### src/rtl/fetch_stage_pkg.sv
// Shared widths, bubble word and opcode-field helpers for the fetch stage
// and the decoder that consumes its IF/ID register.
package fetch_stage_pkg;

  localparam int PC_W   = 8;
  localparam int INST_W = 16;
  localparam int CNT_W  = 16;

  // Opcode field position within an instruction word.
  localparam int OPC_MSB = INST_W - 1;
  localparam int OPC_LSB = INST_W - 4;

  // Opcode 4'hF is reserved; the decoder maps it to the all-zero control word.
  localparam logic [3:0]        OP_RSVD  = 4'hF;
  localparam logic [INST_W-1:0] NOP_INST = {OP_RSVD, {(INST_W-4){1'b0}}};

  typedef enum logic [1:0] {
    SEL_ADV,
    SEL_HOLD,
    SEL_REDIR
  } pc_sel_e;

  function automatic logic [3:0] opcode_of(input logic [INST_W-1:0] inst);
    return inst[OPC_MSB:OPC_LSB];
  endfunction

endpackage

### src/rtl/fetch_stage_pc_reg.sv
// Program counter with redirect target selection, stall hold and increment.
// EX redirects (branch, then jr) outrank the ID jump.
module fetch_stage_pc_reg #(
  parameter int          PC_W     = fetch_stage_pkg::PC_W,
  parameter int unsigned RESET_PC = 0
) (
  input  logic            clk,
  input  logic            rst,
  input  logic            stall_i,
  input  logic            branch_taken_i,
  input  logic [PC_W-1:0] branch_target_i,
  input  logic            jr_taken_i,
  input  logic [PC_W-1:0] jr_target_i,
  input  logic            jump_i,
  input  logic [PC_W-1:0] jump_target_i,
  output logic [PC_W-1:0] pc_o,
  output logic [PC_W-1:0] pc_inc_o,
  output logic            redirect_o,
  output logic            hold_o
);
  import fetch_stage_pkg::*;

  pc_sel_e         sel;
  logic [PC_W-1:0] target;
  logic [PC_W-1:0] pc_d;
  logic [PC_W-1:0] pc_q;

  always_comb begin
    sel    = SEL_ADV;
    target = jump_target_i;
    pc_d   = pc_q;
    if (branch_taken_i) begin
      target = branch_target_i;
    end else if (jr_taken_i) begin
      target = jr_target_i;
    end
    if (branch_taken_i || jr_taken_i || jump_i) begin
      sel = SEL_REDIR;
    end else if (stall_i) begin
      sel = SEL_HOLD;
    end
    case (sel)
      SEL_REDIR: pc_d = target;
      SEL_HOLD:  pc_d = pc_q;
      default:   pc_d = pc_q + 1'b1;
    endcase
  end

  always_ff @(posedge clk or posedge rst) begin
    if (rst) begin
      pc_q <= PC_W'(RESET_PC);
    end else begin
      pc_q <= pc_d;
    end
  end

  assign pc_o       = pc_q;
  assign pc_inc_o   = pc_q + 1'b1;
  assign redirect_o = (sel == SEL_REDIR);
  assign hold_o     = (sel == SEL_HOLD);

endmodule

### src/rtl/fetch_stage.sv
// Instruction fetch plus IF/ID pipeline register and saturating fetch counter.
// A redirect loads a bubble into IF/ID; a stall freezes everything.
module fetch_stage #(
  parameter int                PC_W     = fetch_stage_pkg::PC_W,
  parameter int                INST_W   = fetch_stage_pkg::INST_W,
  parameter int unsigned       RESET_PC = 0,
  parameter logic [INST_W-1:0] NOP_INST = fetch_stage_pkg::NOP_INST,
  parameter int                CNT_W    = fetch_stage_pkg::CNT_W
) (
  input  logic              clk,
  input  logic              rst,
  input  logic              stall,
  input  logic              branch_taken,
  input  logic [PC_W-1:0]   branch_target,
  input  logic              jr_taken,
  input  logic [PC_W-1:0]   jr_target,
  input  logic              jump,
  input  logic [PC_W-1:0]   jump_target,
  output logic [PC_W-1:0]   imem_addr,
  input  logic [INST_W-1:0] imem_rdata,
  output logic [INST_W-1:0] if_id_inst,
  output logic [PC_W-1:0]   if_id_pc1,
  output logic              if_id_valid,
  output logic [CNT_W-1:0]  fetch_count
);

  logic [PC_W-1:0]   pc;
  logic [PC_W-1:0]   pc_inc;
  logic              redirect;
  logic              hold;

  logic [INST_W-1:0] inst_d, inst_q;
  logic [PC_W-1:0]   pc1_d, pc1_q;
  logic              valid_d, valid_q;
  logic [CNT_W-1:0]  count_d, count_q;

  fetch_stage_pc_reg #(
    .PC_W     (PC_W),
    .RESET_PC (RESET_PC)
  ) u_pc_reg (
    .clk             (clk),
    .rst             (rst),
    .stall_i         (stall),
    .branch_taken_i  (branch_taken),
    .branch_target_i (branch_target),
    .jr_taken_i      (jr_taken),
    .jr_target_i     (jr_target),
    .jump_i          (jump),
    .jump_target_i   (jump_target),
    .pc_o            (pc),
    .pc_inc_o        (pc_inc),
    .redirect_o      (redirect),
    .hold_o          (hold)
  );

  always_comb begin
    inst_d  = inst_q;
    pc1_d   = pc1_q;
    valid_d = valid_q;
    count_d = count_q;
    if (redirect) begin
      inst_d  = NOP_INST;
      pc1_d   = '0;
      valid_d = 1'b0;
    end else if (!hold) begin
      inst_d  = imem_rdata;
      pc1_d   = pc_inc;
      valid_d = 1'b1;
      // Saturate rather than wrap so the count stays meaningful on long runs.
      if (!(&count_q)) begin
        count_d = count_q + 1'b1;
      end
    end
  end

  always_ff @(posedge clk or posedge rst) begin
    if (rst) begin
      inst_q  <= NOP_INST;
      pc1_q   <= '0;
      valid_q <= 1'b0;
      count_q <= '0;
    end else begin
      inst_q  <= inst_d;
      pc1_q   <= pc1_d;
      valid_q <= valid_d;
      count_q <= count_d;
    end
  end

  assign imem_addr   = pc;
  assign if_id_inst  = inst_q;
  assign if_id_pc1   = pc1_q;
  assign if_id_valid = valid_q;
  assign fetch_count = count_q;

endmodule

### config.mk
export PLATFORM = sky130hd
export DESIGN_NAME = fetch_stage
export DESIGN_NICKNAME = d
export VERILOG_FILES = /design/src/rtl/fetch_stage_pkg.sv /design/src/rtl/fetch_stage_pc_reg.sv /design/src/rtl/fetch_stage.sv
export SDC_FILE = /design/constraint.sdc
export NUM_CORES = 1
export LEC_CHECK = 0
export CORE_MARGIN = 1
export CORE_UTILIZATION = 35
export CTS_CLUSTER_SIZE = 12
export DETAILED_ROUTE_END_ITERATION = 7
export PLACE_DENSITY = 0.64
export SLEW_MARGIN = 40
export SYNTH_ARGS = -nofsm -noshare
export SYNTH_HDL_FRONTEND = slang
export SYNTH_HIERARCHICAL = 1
export SYNTH_SLANG_ARGS = --single-unit
### constraint.sdc
create_clock -name clk -period 2.3 [get_ports clk]
set_input_delay 0.46 -clock clk [delete_from_list [all_inputs] [get_ports clk]]
set_output_delay 0.46 -clock clk [all_outputs]
set_load 0.03 [all_outputs]
## Word level (Yosys, flattened, before mapping)

Cells that the tools add are included.

- Order comparisons: 0
- Bitwise gates (word level): 3
- $add $sub $neg: 2
- Multiply operators: 0
- Equal/unequal tests: 3
- Mux-type cells: 11
- Reductions and logical operators: 4
- Divide/modulo/power cells: 0
- Shift operators: 0

Operator list:

| kind | number |
|---|---|
| two-way mux 16 bit | 2 |
| two-way mux 8 bit | 4 |
| adder 16 x 1 -> 16 bit (second input constant) | 1 |
| case mux 8 bit (2 select lines) | 1 |
| AND reduction 16 bit | 1 |
| adder 8 x 1 -> 8 bit (second input constant) | 1 |
| two-way mux 1 bit | 3 |
| NOT 1 bit | 3 |
| AND reduction 3 bit | 1 |
| equality test 2 x 1 -> 1 bit (second input constant) | 1 |
| equality test 2 bit (second input constant) | 1 |
| logical OR 1 bit | 2 |
| two-way mux 2 bit | 1 |
| inequality test 2 bit (second input constant) | 1 |

- Word-level logic and storage cells: 28
- Memory bits (read-only): 0
- Output and inout port bits: 49
- Bits of input ports: 46
- Bits in registers: 49
- Latch bits: 0
- Bits in writable memories: 0
- Memories: 0

## Depth between registers and ports, before layout

Gate-level depths: netlist of the first run.

- Depth after elaboration: 6
- Depth in mapped cells: 8
- Mapped depth without buffers: 7

## Cells and area by module

Netlist of the first run, hierarchy kept.

Modules (own cells, without submodules):

| module | instances | cells each | seq. area each (sq um) | area an instance (sq um) |
|---|---|---|---|---|
| fetch_stage | 1 | 157 | 1031.0 | 1826.8 |
| fetch_stage_pc_reg | 1 | 82 | 200.2 | 716.9 |

## Worst setup path after synthesis of the first run

No wires, ideal clock.

- Kind: input to register
- From: input branch_taken
- To: register count_q[15] (netlist: fetch_count[15])
- Buffers on the path: 2
- Library setup time: 128 ps
- Stages on the path: 8
- Required time: 2172 ps
- Path slack: -28 ps
- Arrival time: 2200 ps
- Path through: buf_2 -> nor3_4 -> inv_1 -> buf_6 -> and4bb_4 -> nand3_4 -> or4_1 -> mux2_1

- Word-level cells in the longest chain between the ends: 6
- Elaborated cells between the ends (all ways): 8
- Classes of those cells: eq/ne: 2; mux: 1; bitwise: 2; reduce/logical: 3

RTL lines:

| what | RTL line | source |
|---|---|---|
| from (decl) | fetch_stage.sv:13 | `input logic branch_taken,` |
| logical OR 1 bit (2 in a row) | fetch_stage_pc_reg.sv:37 | `if (branch_taken_i \|\| jr_taken_i \|\| jump_i) begin` |
| two-way mux 2 bit | fetch_stage_pc_reg.sv:37 |  |
| equality test 2 bit | fetch_stage_pc_reg.sv:59 | `assign redirect_o = (sel == SEL_REDIR);` |
| named net redirect | fetch_stage.sv:29 | `logic redirect;` |
| NOT 1 bit (no source line) | - |  |
| AND reduction 3 bit (no source line) | - |  |
| to (signal assigned) | fetch_stage.sv:86 | `count_q <= count_d;` |
| to (decl) | fetch_stage.sv:35 | `logic [CNT_W-1:0] count_d, count_q;` |

The timed path passes the listed nets, and every way through them passes these cells.
A chain may end at the register's enable or synchronous reset.

## Final worst setup path of the first run

- From: input jr_taken
- To: register count_q[15] (netlist: fetch_count[15])

- Word-level cells in the longest chain between the ends: 6
- Elaborated cells between the ends (all ways): 8
- Classes of those cells: eq/ne: 2; mux: 1; bitwise: 2; reduce/logical: 3

RTL lines:

| what | RTL line | source |
|---|---|---|
| from (decl) | fetch_stage.sv:15 | `input logic jr_taken,` |
| logical OR 1 bit (2 in a row) | fetch_stage_pc_reg.sv:37 |  |
| two-way mux 2 bit | fetch_stage_pc_reg.sv:37 |  |
| equality test 2 bit | fetch_stage_pc_reg.sv:59 |  |
| named net redirect | fetch_stage.sv:29 |  |
| NOT 1 bit (no source line) | - |  |
| AND reduction 3 bit (no source line) | - |  |

The timed path passes the listed nets, and every way through them passes these cells.

==> results of run 1 <==
==> how the worst min path moves through the flow <==
stage	from	to	slack [ns]	cells past startpoint
CTS	rst	u_pc_reg/pc_o[6]	0.51	2
global route	rst	u_pc_reg/pc_o[2]	0.53	2
global placement	fetch_count[14]	fetch_count[14]	0.49	1
floorplan	rst	u_pc_reg/pc_o[0]	0.28	1
detailed placement	fetch_count[5]	fetch_count[5]	0.50	1
finish	rst	u_pc_reg/pc_o[2]	0.49	2
==> layer usage <==
layer	up-vias	wire length, um	share of wire [%]	GRT usage (%)
met2	78	2740	47	27.1
li1	1048	-	-	-
met5	-	0	0	0
met4	0	70	1.2	4.47
met3	7	411	7.1	3.98
met1	983	2550	44	20.7
==> cell usage in the layout (no fill, tap or decap), types with 5 or more instances in the layout <==
master,synthesis,layout
a21oi_1,5,5
nand3_1,5,5
clkbuf_8,0,5
nor2b_1,6,6
xor2_1,12,12
nor3_1,6,6
dfrtp_1,45,45
nand2_1,14,14
mux2i_1,21,21
nor2_1,33,33
xnor2_1,7,7
clkdlybuf4s50_1,0,94
buf_4,0,12
inv_1,11,9
==> synthesized netlist by cell type (all sizes together) (2+ instances only) <==
master   n  share of area, %
mux2     4               1.8
a221oi   2              0.69
and4     2              0.69
buf      8               2.3
and4bb   2               1.1
a211oi   2              0.59
ha       2              0.98
o221ai   2              0.69
mux2i   21               8.3
clkbuf   3              0.44
a221o    2              0.84
o21a     2              0.59
xnor2    7               2.4
dfstp    4               4.1
o21ai    3              0.59
nand2   14               2.1
a31oi    3              0.74
a21oi    5              0.98
a211o    5               1.8
and3     2              0.49
nor3     7               1.8
nor2b    7               2.0
xor2    12               4.1
nand3    6               1.7
nand2b   2              0.49
dfrtp   45                44
nand4    4              0.98
inv     11               1.6
a22oi    4               1.2
nor2    33               4.9
==> power groups by stage <==
| stage | clock network, mW | logic, mW | registers, mW |
|---|---|---|---|
| after floorplan | 0 | 0.203 | 1.15 |
| after global placement | 0 | 0.591 | 1.03 |
| after detailed placement | 0 | 0.594 | 1.03 |
| after CTS | 0.508 | 0.603 | 1.02 |
| after global routing | 0.545 | 0.645 | 1.03 |
| final | 0.489 | 0.597 | 1.02 |
==> kinds of logic (layout without fill, tap and decap cells) <==
| group | after synthesis | in the layout | share of synthesized area, % |
|---|---|---|---|
| AOI/OAI and AO/OA | 37 | 37 | 11.4 |
| and+or+nand+nor | 85 | 85 | 18.3 |
| xor gates and xnor gates | 19 | 19 | 6.54 |
| buffers and inverters | 22 | 126 | 4.33 |
| adders and majority gates | 2 | 2 | 0.984 |
| DFF | 49 | 49 | 48.4 |
| muxes | 25 | 25 | 10.0 |
==> registers in the layout (all words and copies together) (netlist names) <==
register	cells
u_pc_reg/pc_o	8
fetch_count	16
if_id_valid	1
if_id_pc1	8
if_id_inst	16
==> area by class of cell <==
type	count	area, um2	share of cell area [%]
clock buffers	8	80.1	2.15
inverters	11	41.3	1.11
multi-input cells	168	1200	32.3
flip-flops and latches	49	1230	33.0
well taps	96	120	3.22
repair buffers	107	1050	28.2
==> results.yml, run 1 <==
outcome:
  status: "complete, no violations"
cells_and_area:
  syn2layout_area_growth_pct: 46.5
  layout.cells.non_filler: 439
  utilization_pct: 53.9
  drive_gt1_share_pct: 11.1
  nFillCells: 676
  n_antenna_cell: 0
  design_area_um2: 3730
  final_net_count: 390
timing:
  rsz0062_at_grt: "no"
  tightest_slew_ns: 0.529
  fmax_mhz: 448
  finalClockSkew_ns: 0.00244
  slew_headroom_pct: 64.5
  hold_ws_ns: 0.489
  timing.final.ws_setup_ns: 0.0701
  finalSetupViolations: 0
  final_max_slew_viol_count: 0
  fin_setup_tns_ns: 0
  period_minus_slack_ns: 2.23
  fin_crit_sh_pct: 97.0
  hold_viol_final: 0
yosys:
  yosysWarnings: 6
  synth_cells: 239
  yosysSeqAreaShare_pct: 48.4
  ys_ff_latch: 49
  synth_edf_count: 0
  syn-cell-area_um2: 2540
  async_reset_ff_share_pct: 100
  ys_types: 52
  synth_area_per_cell_um2: 10.6
  synth_fp_nets: 287
  synthFlopType: "dfrtp_1"
placement:
  placed_cell_area_um2: 3650
  port_buffers: 94
  dp_cells: 431
  post-place-ws_ns: -0.253
  place.gp.congestion: 0.773
  dp_hpwl_um: 4290
setup_path:
  r2r-end: "fetch_count[1]"
  cp-end-kind: "flop"
  slowest_stage: "clkdlybuf4s50_1"
  crit_type: "input pin to flop"
  critical_path_depth: 7
  max_stage_delay_ns: 0.46
  cp.arrival_ns: 2.41
  crit_path_end: "fetch_count[15]"
  cp-startpoint: "jr_taken"
  critPathTopFamily: "simple AND/OR/NAND/NOR gates"
  crit_required_ns: 2.48
  reg2reg_setup_slack_ns: 0.36
  crit_path_start_kind: "input pin"
  path_buf_inv: 2
  cp_max_fo: 4
  crit_chain: "clkdlybuf4s50_1 -> nor3_4 -> inv_2 -> and4bb_4 -> nand3_4 -> or4_1 -> mux2_1"
  reg2reg_depth: 5
  r2r-start: "fetch_count[0]"
die:
  io_pins: 95
  die_w_um: 87.3
  start_util_pct: 36.8
  die_height_um: 87.3
  core_um2: 6910
  die-area_um2: 7610
  rows: 30
power:
  comb_power_share_pct: 28.4
  power.density_nw_per_um2: 564
  p_seq_share_pct: 48.3
  p_switching_uw: 660
  power_frac_clock_pct: 23.3
  leakagePower_nw: 1.56
  switching_share_pct: 31.4
  peakVddDrop_mv: 0.246
  total_power_mw: 2.10
  p_int_mw: 1.44
drt:
  wl_um: 5780
  remaining_drc_errors: 0
  vias: 2116
  drt-pass1-iter-count: 4
  post_drt_via_cell_ratio: 4.82
  dr.first_iter.drc_count: 61
  wl_per_cell_um: 13.2
  ant_nets: 0
clock_network:
  cts-root-buf: "clkbuf_8"
  clkTransAtPathRegs_ns: 0.09
  clk_path_buf_depth: 2
  cts_htree_levels: 2
  clock-sinks: 49
  postCtsHoldBufs: 0
  numCtsBuffers: 5
  clkLatencyLatePin_ns: 0.29
  cts_tree: "done"
  post_cts_buffers: 0
  ctsResizeCount: 0
global_routing:
  antenna_found_initial: 0
  grt_max_degree: 31
  grt_pass1_vias: 2084
  grt_first_pass_wirelength_um: 9620
  grt-ovfl-total: 0
  grt_use_total_pct: 16.2
job:
  maxCapViolCount: 0
worst_hold_path:
  hold_path.class: "input pin to async pin"
Power figures use the tool's default switching activity.
==> run 2, diff against run 1 <==
CAP_MARGIN = 20   (was not set)
==> results of run 2 <==
The final DEF is identical to that of run 1; final timing and power are the same.
